**src/rtl/bus_drive_decoder_if.sv**
```systemverilog
// Handshake and bus out-enable bundle between the control unit (master) and
// the bus drive decoder (slave).
interface bus_drive_decoder_if #(
    parameter int SEL_W = 5
);
    logic             sel_valid;
    logic [SEL_W-1:0] sel;
    logic             sel_ready;
    logic [15:0]      RoutSignals;
    logic             HIout;
    logic             LOout;
    logic             Yout;
    logic             Zhighout;
    logic             Zlowout;
    logic             PCout;
    logic             MDRout;
    logic             InPortout;
    logic             Cout;
    logic             bus_idle;
    logic             sel_err;
    logic [15:0]      drive_count;

    modport master (
        output sel_valid, sel,
        input  sel_ready, RoutSignals, HIout, LOout, Yout, Zhighout, Zlowout,
               PCout, MDRout, InPortout, Cout, bus_idle, sel_err, drive_count
    );

    modport slave (
        input  sel_valid, sel,
        output sel_ready, RoutSignals, HIout, LOout, Yout, Zhighout, Zlowout,
               PCout, MDRout, InPortout, Cout, bus_idle, sel_err, drive_count
    );
endinterface

```
**src/rtl/bus_drive_decoder.sv**
```systemverilog
// Registered source-code to one-hot bus out-enable decoder with break-before-make.
// Optional feature macro: BUS_DRIVE_STATS_EN (source-switch counter).
module bus_drive_decoder #(
    parameter int NUM_SRC  = 25,
    parameter int SEL_W    = 5,
    parameter int TURN_CYC = 1
) (
    input  logic                 clock,
    input  logic                 clear,
    bus_drive_decoder_if.slave   bus
);
    localparam int NUM_OUT = 25;
    localparam int CNT_W   = (TURN_CYC > 1) ? $clog2(TURN_CYC) : 1;
    localparam logic [CNT_W-1:0] TURN_LD = (TURN_CYC > 0) ? CNT_W'(TURN_CYC - 1) : '0;

    typedef enum logic [1:0] {
        ST_IDLE  = 2'd0,
        ST_DRIVE = 2'd1,
        ST_TURN  = 2'd2
    } state_t;

    state_t               state_r, state_s;
    logic [SEL_W-1:0]     cur_r, cur_s;
    logic [SEL_W-1:0]     pend_r, pend_s;
    logic [CNT_W-1:0]     cnt_r, cnt_s;
    logic [NUM_SRC-1:0]   en_r, en_s;
    logic                 idle_r;
    logic                 ready_r, ready_s;
    logic                 err_r, err_s;
    logic                 sel_ok_s;
    logic                 sel_bad_s;
    logic [NUM_OUT-1:0]   out_s;

    function automatic logic [NUM_SRC-1:0] onehot_f(input logic [SEL_W-1:0] code);
        logic [NUM_SRC-1:0] v;
        v       = '0;
        v[code] = 1'b1;
        return v;
    endfunction

    // Classify the incoming request as a drivable source or an out-of-range code.
    always_comb begin
        sel_ok_s  = bus.sel_valid && (32'(bus.sel) <  32'(NUM_SRC));
        sel_bad_s = bus.sel_valid && (32'(bus.sel) >= 32'(NUM_SRC));
    end

    // Next-state and next-output logic; every output is computed here and registered below.
    always_comb begin
        state_s = state_r;
        cur_s   = cur_r;
        pend_s  = pend_r;
        cnt_s   = cnt_r;
        en_s    = '0;
        ready_s = 1'b1;
        err_s   = 1'b0;
        case (state_r)
            ST_IDLE: begin
                if (sel_ok_s) begin
                    state_s = ST_DRIVE;
                    cur_s   = bus.sel;
                    en_s    = onehot_f(bus.sel);
                end else if (sel_bad_s) begin
                    err_s   = 1'b1;
                end else begin
                    state_s = ST_IDLE;
                end
            end
            ST_DRIVE: begin
                if (sel_ok_s && (bus.sel == cur_r)) begin
                    en_s = onehot_f(cur_r);
                end else if (sel_ok_s) begin
                    // A change of source either opens a dead-bus gap or swaps directly.
                    if (TURN_CYC > 0) begin
                        state_s = ST_TURN;
                        pend_s  = bus.sel;
                        cnt_s   = TURN_LD;
                        ready_s = 1'b0;
                    end else begin
                        cur_s   = bus.sel;
                        en_s    = onehot_f(bus.sel);
                    end
                end else if (sel_bad_s) begin
                    state_s = ST_IDLE;
                    err_s   = 1'b1;
                end else begin
                    state_s = ST_IDLE;
                end
            end
            ST_TURN: begin
                if (cnt_r == '0) begin
                    state_s = ST_DRIVE;
                    cur_s   = pend_r;
                    en_s    = onehot_f(pend_r);
                end else begin
                    cnt_s   = cnt_r - CNT_W'(1);
                    ready_s = 1'b0;
                end
            end
            default: begin
                state_s = ST_IDLE;
                en_s    = '0;
            end
        endcase
    end

    // State and registered outputs; clear drops every enable immediately.
    always_ff @(posedge clock or posedge clear) begin
        if (clear) begin
            state_r <= ST_IDLE;
            cur_r   <= '0;
            pend_r  <= '0;
            cnt_r   <= '0;
            en_r    <= '0;
            idle_r  <= 1'b1;
            ready_r <= 1'b1;
            err_r   <= 1'b0;
        end else begin
            state_r <= state_s;
            cur_r   <= cur_s;
            pend_r  <= pend_s;
            cnt_r   <= cnt_s;
            en_r    <= en_s;
            idle_r  <= ~|en_s;
            ready_r <= ready_s;
            err_r   <= err_s;
        end
    end

    for (genvar i = 0; i < NUM_OUT; i++) begin : g_out
        if (i < NUM_SRC) begin : g_used
            assign out_s[i] = en_r[i];
        end else begin : g_unused
            assign out_s[i] = 1'b0;
        end
    end

    assign bus.RoutSignals = out_s[15:0];
    assign bus.HIout       = out_s[16];
    assign bus.LOout       = out_s[17];
    assign bus.Yout        = out_s[18];
    assign bus.Zhighout    = out_s[19];
    assign bus.Zlowout     = out_s[20];
    assign bus.PCout       = out_s[21];
    assign bus.MDRout      = out_s[22];
    assign bus.InPortout   = out_s[23];
    assign bus.Cout        = out_s[24];
    assign bus.bus_idle    = idle_r;
    assign bus.sel_ready   = ready_r;
    assign bus.sel_err     = err_r;

`ifdef BUS_DRIVE_STATS_EN
    logic        enter_drive_s;
    logic [15:0] drive_count_r;

    // A switch is counted whenever the next cycle drives a source not driven now.
    assign enter_drive_s = (state_s == ST_DRIVE) &&
                           ((state_r != ST_DRIVE) || (cur_s != cur_r));

    // Saturating source-switch counter.
    always_ff @(posedge clock or posedge clear) begin
        if (clear) begin
            drive_count_r <= 16'h0000;
        end else if (enter_drive_s && (drive_count_r != 16'hFFFF)) begin
            drive_count_r <= drive_count_r + 16'h0001;
        end else begin
            drive_count_r <= drive_count_r;
        end
    end

    assign bus.drive_count = drive_count_r;
`else
    assign bus.drive_count = 16'h0000;
`endif

endmodule

```
**src/flat_wrapper.sv**
```systemverilog
// flat-port wrapper written by rule: the top's interface ports become plain ports
module bus_drive_decoder_flat 
#(
    parameter int NUM_SRC  = 25,
    parameter int SEL_W    = 5,
    parameter int TURN_CYC = 1
)
  (clock, clear, bus_sel_valid, bus_sel, bus_sel_ready, bus_RoutSignals, bus_HIout, bus_LOout, bus_Yout, bus_Zhighout, bus_Zlowout, bus_PCout, bus_MDRout, bus_InPortout, bus_Cout, bus_bus_idle, bus_sel_err, bus_drive_count);
  bus_drive_decoder_if #(.SEL_W(SEL_W)) bus_i ();
  input  logic clock;
  input  logic clear;
  input wire logic [$bits(bus_i.sel_valid)-1:0] bus_sel_valid;
  input wire logic [$bits(bus_i.sel)-1:0] bus_sel;
  output wire logic [$bits(bus_i.sel_ready)-1:0] bus_sel_ready;
  output wire logic [$bits(bus_i.RoutSignals)-1:0] bus_RoutSignals;
  output wire logic [$bits(bus_i.HIout)-1:0] bus_HIout;
  output wire logic [$bits(bus_i.LOout)-1:0] bus_LOout;
  output wire logic [$bits(bus_i.Yout)-1:0] bus_Yout;
  output wire logic [$bits(bus_i.Zhighout)-1:0] bus_Zhighout;
  output wire logic [$bits(bus_i.Zlowout)-1:0] bus_Zlowout;
  output wire logic [$bits(bus_i.PCout)-1:0] bus_PCout;
  output wire logic [$bits(bus_i.MDRout)-1:0] bus_MDRout;
  output wire logic [$bits(bus_i.InPortout)-1:0] bus_InPortout;
  output wire logic [$bits(bus_i.Cout)-1:0] bus_Cout;
  output wire logic [$bits(bus_i.bus_idle)-1:0] bus_bus_idle;
  output wire logic [$bits(bus_i.sel_err)-1:0] bus_sel_err;
  output wire logic [$bits(bus_i.drive_count)-1:0] bus_drive_count;
  assign bus_i.sel_valid = bus_sel_valid;
  assign bus_i.sel = bus_sel;
  assign bus_sel_ready = bus_i.sel_ready;
  assign bus_RoutSignals = bus_i.RoutSignals;
  assign bus_HIout = bus_i.HIout;
  assign bus_LOout = bus_i.LOout;
  assign bus_Yout = bus_i.Yout;
  assign bus_Zhighout = bus_i.Zhighout;
  assign bus_Zlowout = bus_i.Zlowout;
  assign bus_PCout = bus_i.PCout;
  assign bus_MDRout = bus_i.MDRout;
  assign bus_InPortout = bus_i.InPortout;
  assign bus_Cout = bus_i.Cout;
  assign bus_bus_idle = bus_i.bus_idle;
  assign bus_sel_err = bus_i.sel_err;
  assign bus_drive_count = bus_i.drive_count;
  bus_drive_decoder #(.NUM_SRC(NUM_SRC), .SEL_W(SEL_W), .TURN_CYC(TURN_CYC)) u_core (.clock(clock), .clear(clear), .bus(bus_i));
endmodule
```
**config.mk**
```make
export PLATFORM = sky130hd
export DESIGN_NAME = bus_drive_decoder_flat
export DESIGN_NICKNAME = d
export VERILOG_FILES = /design/src/rtl/bus_drive_decoder_if.sv /design/src/rtl/bus_drive_decoder.sv /design/src/flat_wrapper.sv
export SDC_FILE = /design/constraint.sdc
export NUM_CORES = 1
export LEC_CHECK = 0
export CAP_MARGIN = 15
export CORE_UTILIZATION = 40
export CTS_BUF_LIST = sky130_fd_sc_hd__clkbuf_8
export DETAILED_ROUTE_END_ITERATION = 12
export HOLD_SLACK_MARGIN = 0.15
export PLACE_DENSITY_LB_ADDON = 0.15
export SYNTH_ARGS = -nofsm -noshare
export SYNTH_HDL_FRONTEND = slang
export SYNTH_SLANG_ARGS = --single-unit
export TNS_END_PERCENT = 10
```
**constraint.sdc**
```tcl
create_clock -name clock -period 6.1 [get_ports clock]
set_input_delay 0.61 -clock clock [delete_from_list [all_inputs] [get_ports clock]]
set_output_delay 0.61 -clock clock [all_outputs]
set_load 0.02 [all_outputs]
```
==> results of run 1 <==
final timing paths:
path / cells after the start / slack [ns] / end
max: 8 / 3.33 / u_core.bus.bus_idle$_DFF_PP1_
min: 1 / 0.61 / u_core.pend_r[0]$_DFFE_PP0P_
min in group asynchronous: 3 / 0.72 / u_core.en_r[13]$_DFF_PP0_
min reg2reg: 1 / 0.61 / u_core.pend_r[0]$_DFFE_PP0P_
max in group asynchronous: 3 / 5.00 / u_core.bus.sel_ready$_DFF_PP1_
max reg2reg: 8 / 3.53 / u_core.bus.bus_idle$_DFF_PP1_
synthesized netlist by cell type (7+ instances only):
cell,count
nor2_1,20
o21ai_0,7
a21oi_1,10
o22ai_1,22
nand2_1,17
a32oi_1,14
dfrtp_1,38
buf_4,22
a22oi_1,9
clkbuf_1,9
through the flow:
step	hold WS, ns	worst slack (ns)
2_1_floorplan	0.5407	3.862
3_3_place_gp	0.5651	3.071
3_5_place_dp	0.5866	3.049
4_1_cts	0.6046	3.360
5_1_grt	0.6315	3.163
6_report	0.6149	3.328
cell usage in the layout, fill, tap and decap left out, drive strengths merged, types with 3 or more instances in the layout:
master / synthesis / routed
nor2b: 5 / 5
conb: 1 / 16
and3b: 3 / 3
nand3b: 4 / 4
a22oi: 9 / 9
ha: 4 / 4
nand2: 17 / 17
xor2: 4 / 4
mux2: 5 / 5
o22ai: 22 / 22
clkbuf: 9 / 5
dfrtp: 38 / 38
and3: 5 / 5
clkdlybuf4s50: 0 / 35
nor2: 20 / 20
nor3b: 3 / 3
nand4: 3 / 3
nand3: 6 / 6
o21ai: 7 / 7
a21oi: 10 / 10
inv: 5 / 6
nor3: 7 / 7
a32oi: 14 / 14
mux2i: 3 / 3
power breakdown:
| group | internal, W | switching [W] | leakage [nW] | total (W) |
|---|---|---|---|---|
| combinational | 0.000139 | 0.000202 | 0.580 | 0.000342 |
| clock | 0.000120 | 0.0000923 | 0.0593 | 0.000212 |
| sequential | 0.000318 | 0.0000968 | 0.523 | 0.000415 |
logic make-up after synthesis:
family	count (synthesis)	share of synthesized area (%)
other	1	0.1522
buffers and inverters	40	10.11
xor gates and xnor gates	6	2.438
adders and majority gates	4	2.032
muxes	8	3.504
AOI/OAI and AO/OA	74	21.03
DFF	40	40.73
and+or+nand+nor	87	20.01
flip-flops by register name, indices dropped and copies added, names as in the netlist:
signal	cells
u_core.bus.bus_idle	1
u_core.bus.sel_err	1
u_core.bus.sel_ready	1
u_core.cur_r	5
u_core.en_r	25
u_core.pend_r	5
u_core.state_r	2
metal layers:
| metal | global-route usage, % | part of all wire [%] |
|---|---|---|
| met1 | 29.10 | 45 |
| met2 | 32.63 | 46 |
| met3 | 3.295 | 6.7 |
| met4 | 8.036 | 2.9 |
| met5 | 0 | 0 |
area by class of cell:
cell class | count | share of cell area (%)
flip-flops and latches | 40 | 35.13
inverters | 5 | 0.6570
clock inverters | 3 | 1.358
repair buffers | 37 | 12.79
clock buffers | 5 | 2.409
multi-input cells | 195 | 44.37
well taps | 75 | 3.285
==> impl_metrics.yaml, run 1 <==
worst_setup_path:
  reg2reg_from: "u_core.state_r[0]$_DFFE_PP0P_"
  critical-path-top-delay-family: "simple AND/OR/NAND/NOR gates"
  crit_buf_inv: 1
  cp_data_required_time_ns: 6.33
  crit_chain: "clkdlybuf4s50_1 -> xor2_1 -> nor4_2 -> and3_1 -> nand3_2 -> o22ai_1 -> or4_1 -> nor3_2"
  startpoint: "bus_sel[0]"
  end_kind: "flop"
  worstSetupPathType: "in -> reg"
  cp-start-kind: "primary input"
  slowest_delay_ns: 0.59
  crit_arrival_ns: 3.00
  cp_max_fo: 10
  slowest_stage: "clkdlybuf4s50_1"
clock_tree:
  cts_tree: "yes"
  cts.hold.buffers_added: 0
  cts.clk_slew.worst_paths_ns: 0.07
  clk_latency_ns: 0.30
  h-tree-depth: 2
  post_cts_buffers: 0
  cts_buffers: 5
  cts-root-buf: "clkbuf_8"
  cts_resized: 0
  cts_buffer_depth: 2
  cts.sinks: 40
grt:
  antenna_found_initial: 0
  grt_max_degree: 41
  grt_util_all_layers_pct: 21.00
  grt_pass1_wl_um: 10210
  grt_overflow: 0
  grt_pass1_vias: 1958
synthesis:
  netlist.area_leader.share_pct: 38.60
  syn_area_per_cell_um2: 9.475
  ys_ff_latch: 40
  ys_types: 52
  synth_area_leaders: "dfrtp_1, buf_4, o22ai_1"
  synth_seq_area_share_pct: 40.73
  synth_edf_count: 0
  netlist_instances: 260
  synth_area_mm2: 0.002464
  ys_warn_count: 0
  yosys.area.top_type: "dfrtp_1"
  synthArstFlopShare_pct: 100.0
  synth_ff_type: "dfrtp_1"
sta:
  clock-skew-final_ns: 0.007794
  drv_slew: 0
  fin_setup_tns_ns: 0
  period_needed_ns: 2.772
  fin_crit_sh_pct: 45.44
  tightest_slew_ns: 0.7509
  setup_viol: 0
  rsz0062_at_grt: "false"
  timing.final.hold_violations: 0
  slew_headroom_pct: 49.83
  fmax_mhz: 360.8
floorplanning:
  num_rows: 28
  fp.dieH_um: 80.48
  ios: 52
  dieArea_mm2: 0.006477
  coreArea_mm2: 0.005921
  die_w_um: 80.48
  start_util_pct: 41.61
finish:
  areaGrowthSynthToFinish_pct: 15.95
  fin_cells: 360
  num_antenna_cells: 0
  fin_nets: 296
  seq_area_mm2: 0.001003
  multi_input_area_mm2: 0.001267
  final_area_mm2: 0.002856
  fill_cells: 602
  final_core_utilization_pct: 48.25
  drive_gt1_share_pct: 9.474
route:
  ant_nets: 0
  drt-initial-drc-count: 291
  via_per_inst: 5.831
  drt_pass1_iterations: 5
  wl_per_cell_um: 17.11
  vias: 2099
  wl_um: 6160
  drcViolationCount: 0
pwr:
  power.leakage_nw: 1.163
  ir_worst_vdd_v: 0.0001694
  power_w: 0.0009690
  p_per_area_mw_per_mm2: 339.2
min_path:
  hp-class: "reg -> reg"
  hp-start: "u_core.pend_r[0]$_DFFE_PP0P_"
placement:
  placed_cell_area_mm2: 0.002749
  portBuffers: 35
  place_congestion: 0.8882
  dp_hpwl_um: 4516
  dp.cells: 352
run_status:
  outcome: "finished, final reports clean"
job:
  max_cap_violations: 0
Power figures use the tool's default switching activity.
==> run 2: changes to the inputs <==
Clock period 6.1 ns to 2.75 ns, I/O delays scaled along.
==> run 2 against run 1 <==
Non-clock buffer count increased by 16; hold slack got worse by 0.23 ns; cell count increased by 4.4%; critical endpoint unchanged.
==> impl_metrics.yaml, run 2 (synthesis gave the netlist of run 1 again) <==
grt:
  grt_pass1_wl_um: 10150
  grt_util_all_layers_pct: 21.19
  grt_overflow: 0
  grt_max_degree: 41
  antenna_found_initial: 0
  grt_pass1_vias: 1913
pwr:
  ir_worst_vdd_v: 0.0004057
  power.leakage_nw: 1.239
  power_w: 0.002220
  p_per_area_mw_per_mm2: 745.7
finish:
  num_antenna_cells: 0
  areaGrowthSynthToFinish_pct: 20.82
  fin_nets: 312
  drive_gt1_share_pct: 14.29
  fill_cells: 570
  top_register: "u_core.en_r"
  multi_input_area_mm2: 0.001267
  largest_register_ffs: 25
  final_area_mm2: 0.002977
  final_common_cell: "dfrtp_1"
  final_cell_mix: "dfrtp_1, clkdlybuf4s50_1, o22ai_1"
  seq_area_mm2: 0.001003
  reg.largest.list: "u_core.en_r (25), u_core.cur_r (5), u_core.pend_r (5)"
sta:
  fmax_mhz: 407.8
  timing.final.hold_violations: 0
  tightest_slew_ns: 0.8024
  drv_slew: 0
  setup_viol: 0
  whs_ns: 0.3863
  rsz0062_at_grt: "false"
  clock-skew-final_ns: 0.01528
  slew_headroom_pct: 46.39
  fin_setup_tns_ns: 0
  setup_slack_ns: 0.2979
  fin_crit_sh_pct: 89.17
  period_needed_ns: 2.452
worst_setup_path:
  cp-start-kind: "flop"
  cp_max_fo: 9
  end_kind: "flop"
  crit_arrival_ns: 2.68
  rrSetupSlack_ns: 0.30
  cp_data_required_time_ns: 2.98
  worstSetupPathType: "reg -> reg"
route:
  vias: 2197
  drcViolationCount: 0
  via_per_inst: 5.843
  wl_per_cell_um: 16.90
  ant_nets: 0
  wl_um: 6354
  drt-initial-drc-count: 198
  drt_pass1_iterations: 5
floorplanning:
  die_w_um: 80.48
  num_rows: 28
  dieArea_mm2: 0.006477
  fp.dieH_um: 80.48
  coreArea_mm2: 0.005921
  start_util_pct: 41.61
  ios: 52
clock_tree:
  cts_tree: "yes"
  cts_buffers: 5
  cts.clk_slew.worst_paths_ns: 0.09
  clk_latency_ns: 0.31
  cts.hold.buffers_added: 0
  cts-root-buf: "clkbuf_8"
  cts_buffer_depth: 2
  cts_resized: 0
  post_cts_buffers: 0
  cts.sinks: 40
  h-tree-depth: 2
placement:
  placed_cell_area_mm2: 0.002869
  portBuffers: 35
  place_congestion: 0.8903
  dp_hpwl_um: 4651
  preCtsSetupSlack_ns: 0.1076
min_path:
  hp-class: "in -> async"
job:
  max_cap_violations: 0
run_status:
  outcome: "finished, final reports clean"
run 2: cell count changes in the layout (fill, tap and decap cells not counted), sizes merged:
| cell | before | now |
|---|---|---|
| buf | 2 | 18 |
run 2: path summary, 6_finish.rpt:
check | start | endpoint | cells after the start
max | u_core.state_r[1]$_DFFE_PP0P_ | u_core.bus.bus_idle$_DFF_PP1_ | 9
min | clear | u_core.en_r[14]$_DFF_PP0_ | 3
max reg2reg | u_core.state_r[1]$_DFFE_PP0P_ | u_core.bus.bus_idle$_DFF_PP1_ | 9
min reg2reg | u_core.pend_r[0]$_DFFE_PP0P_ | u_core.pend_r[0]$_DFFE_PP0P_ | 1
max in group asynchronous | clear | u_core.bus.bus_idle$_DFF_PP1_ | 3
min in group clock | u_core.pend_r[0]$_DFFE_PP0P_ | u_core.pend_r[0]$_DFFE_PP0P_ | 1
run 2: final cells by class:
type,count,area share (%)
Inverter,5,0.6305
Timing Repair Buffer,53,16.31
Sequential cell,40,33.71
Multi-Input combinational cell,195,42.58
Tap cell,75,3.153
Clock buffer,5,2.312
Clock inverter,3,1.303
run 2: stage by stage:
step / std cells / util, %
floorplan: 275 / -
global placement: 368 / 48.46
detailed placement: 368 / 48.46
CTS: 376 / 50.27
global route: 376 / 50.27
finish: 376 / 50.27
run 2: per-layer routing:
metal	global-route usage [%]	wire length (um)
met3	4.091	382
met4	10.36	272
met5	0	0
met1	30.75	2890
met2	29.66	2809
run 2: report_power, final:
part           switching [W]  internal (W)
Sequential          0.000193      0.000707
Clock               0.000224      0.000266
Combinational       0.000482      0.000348
run 2: critical path, stage by stage, from the launching register on:
cell and delay, ns:
dfrtp_1 0.44, inv_1 0.09, ha_1 0.21, and3_1 0.29
nand2_1 0.08, o2bb2a_1 0.20, o311ai_0 0.17, o21bai_1 0.27
or4b_1 0.48, nor3_2 0.13
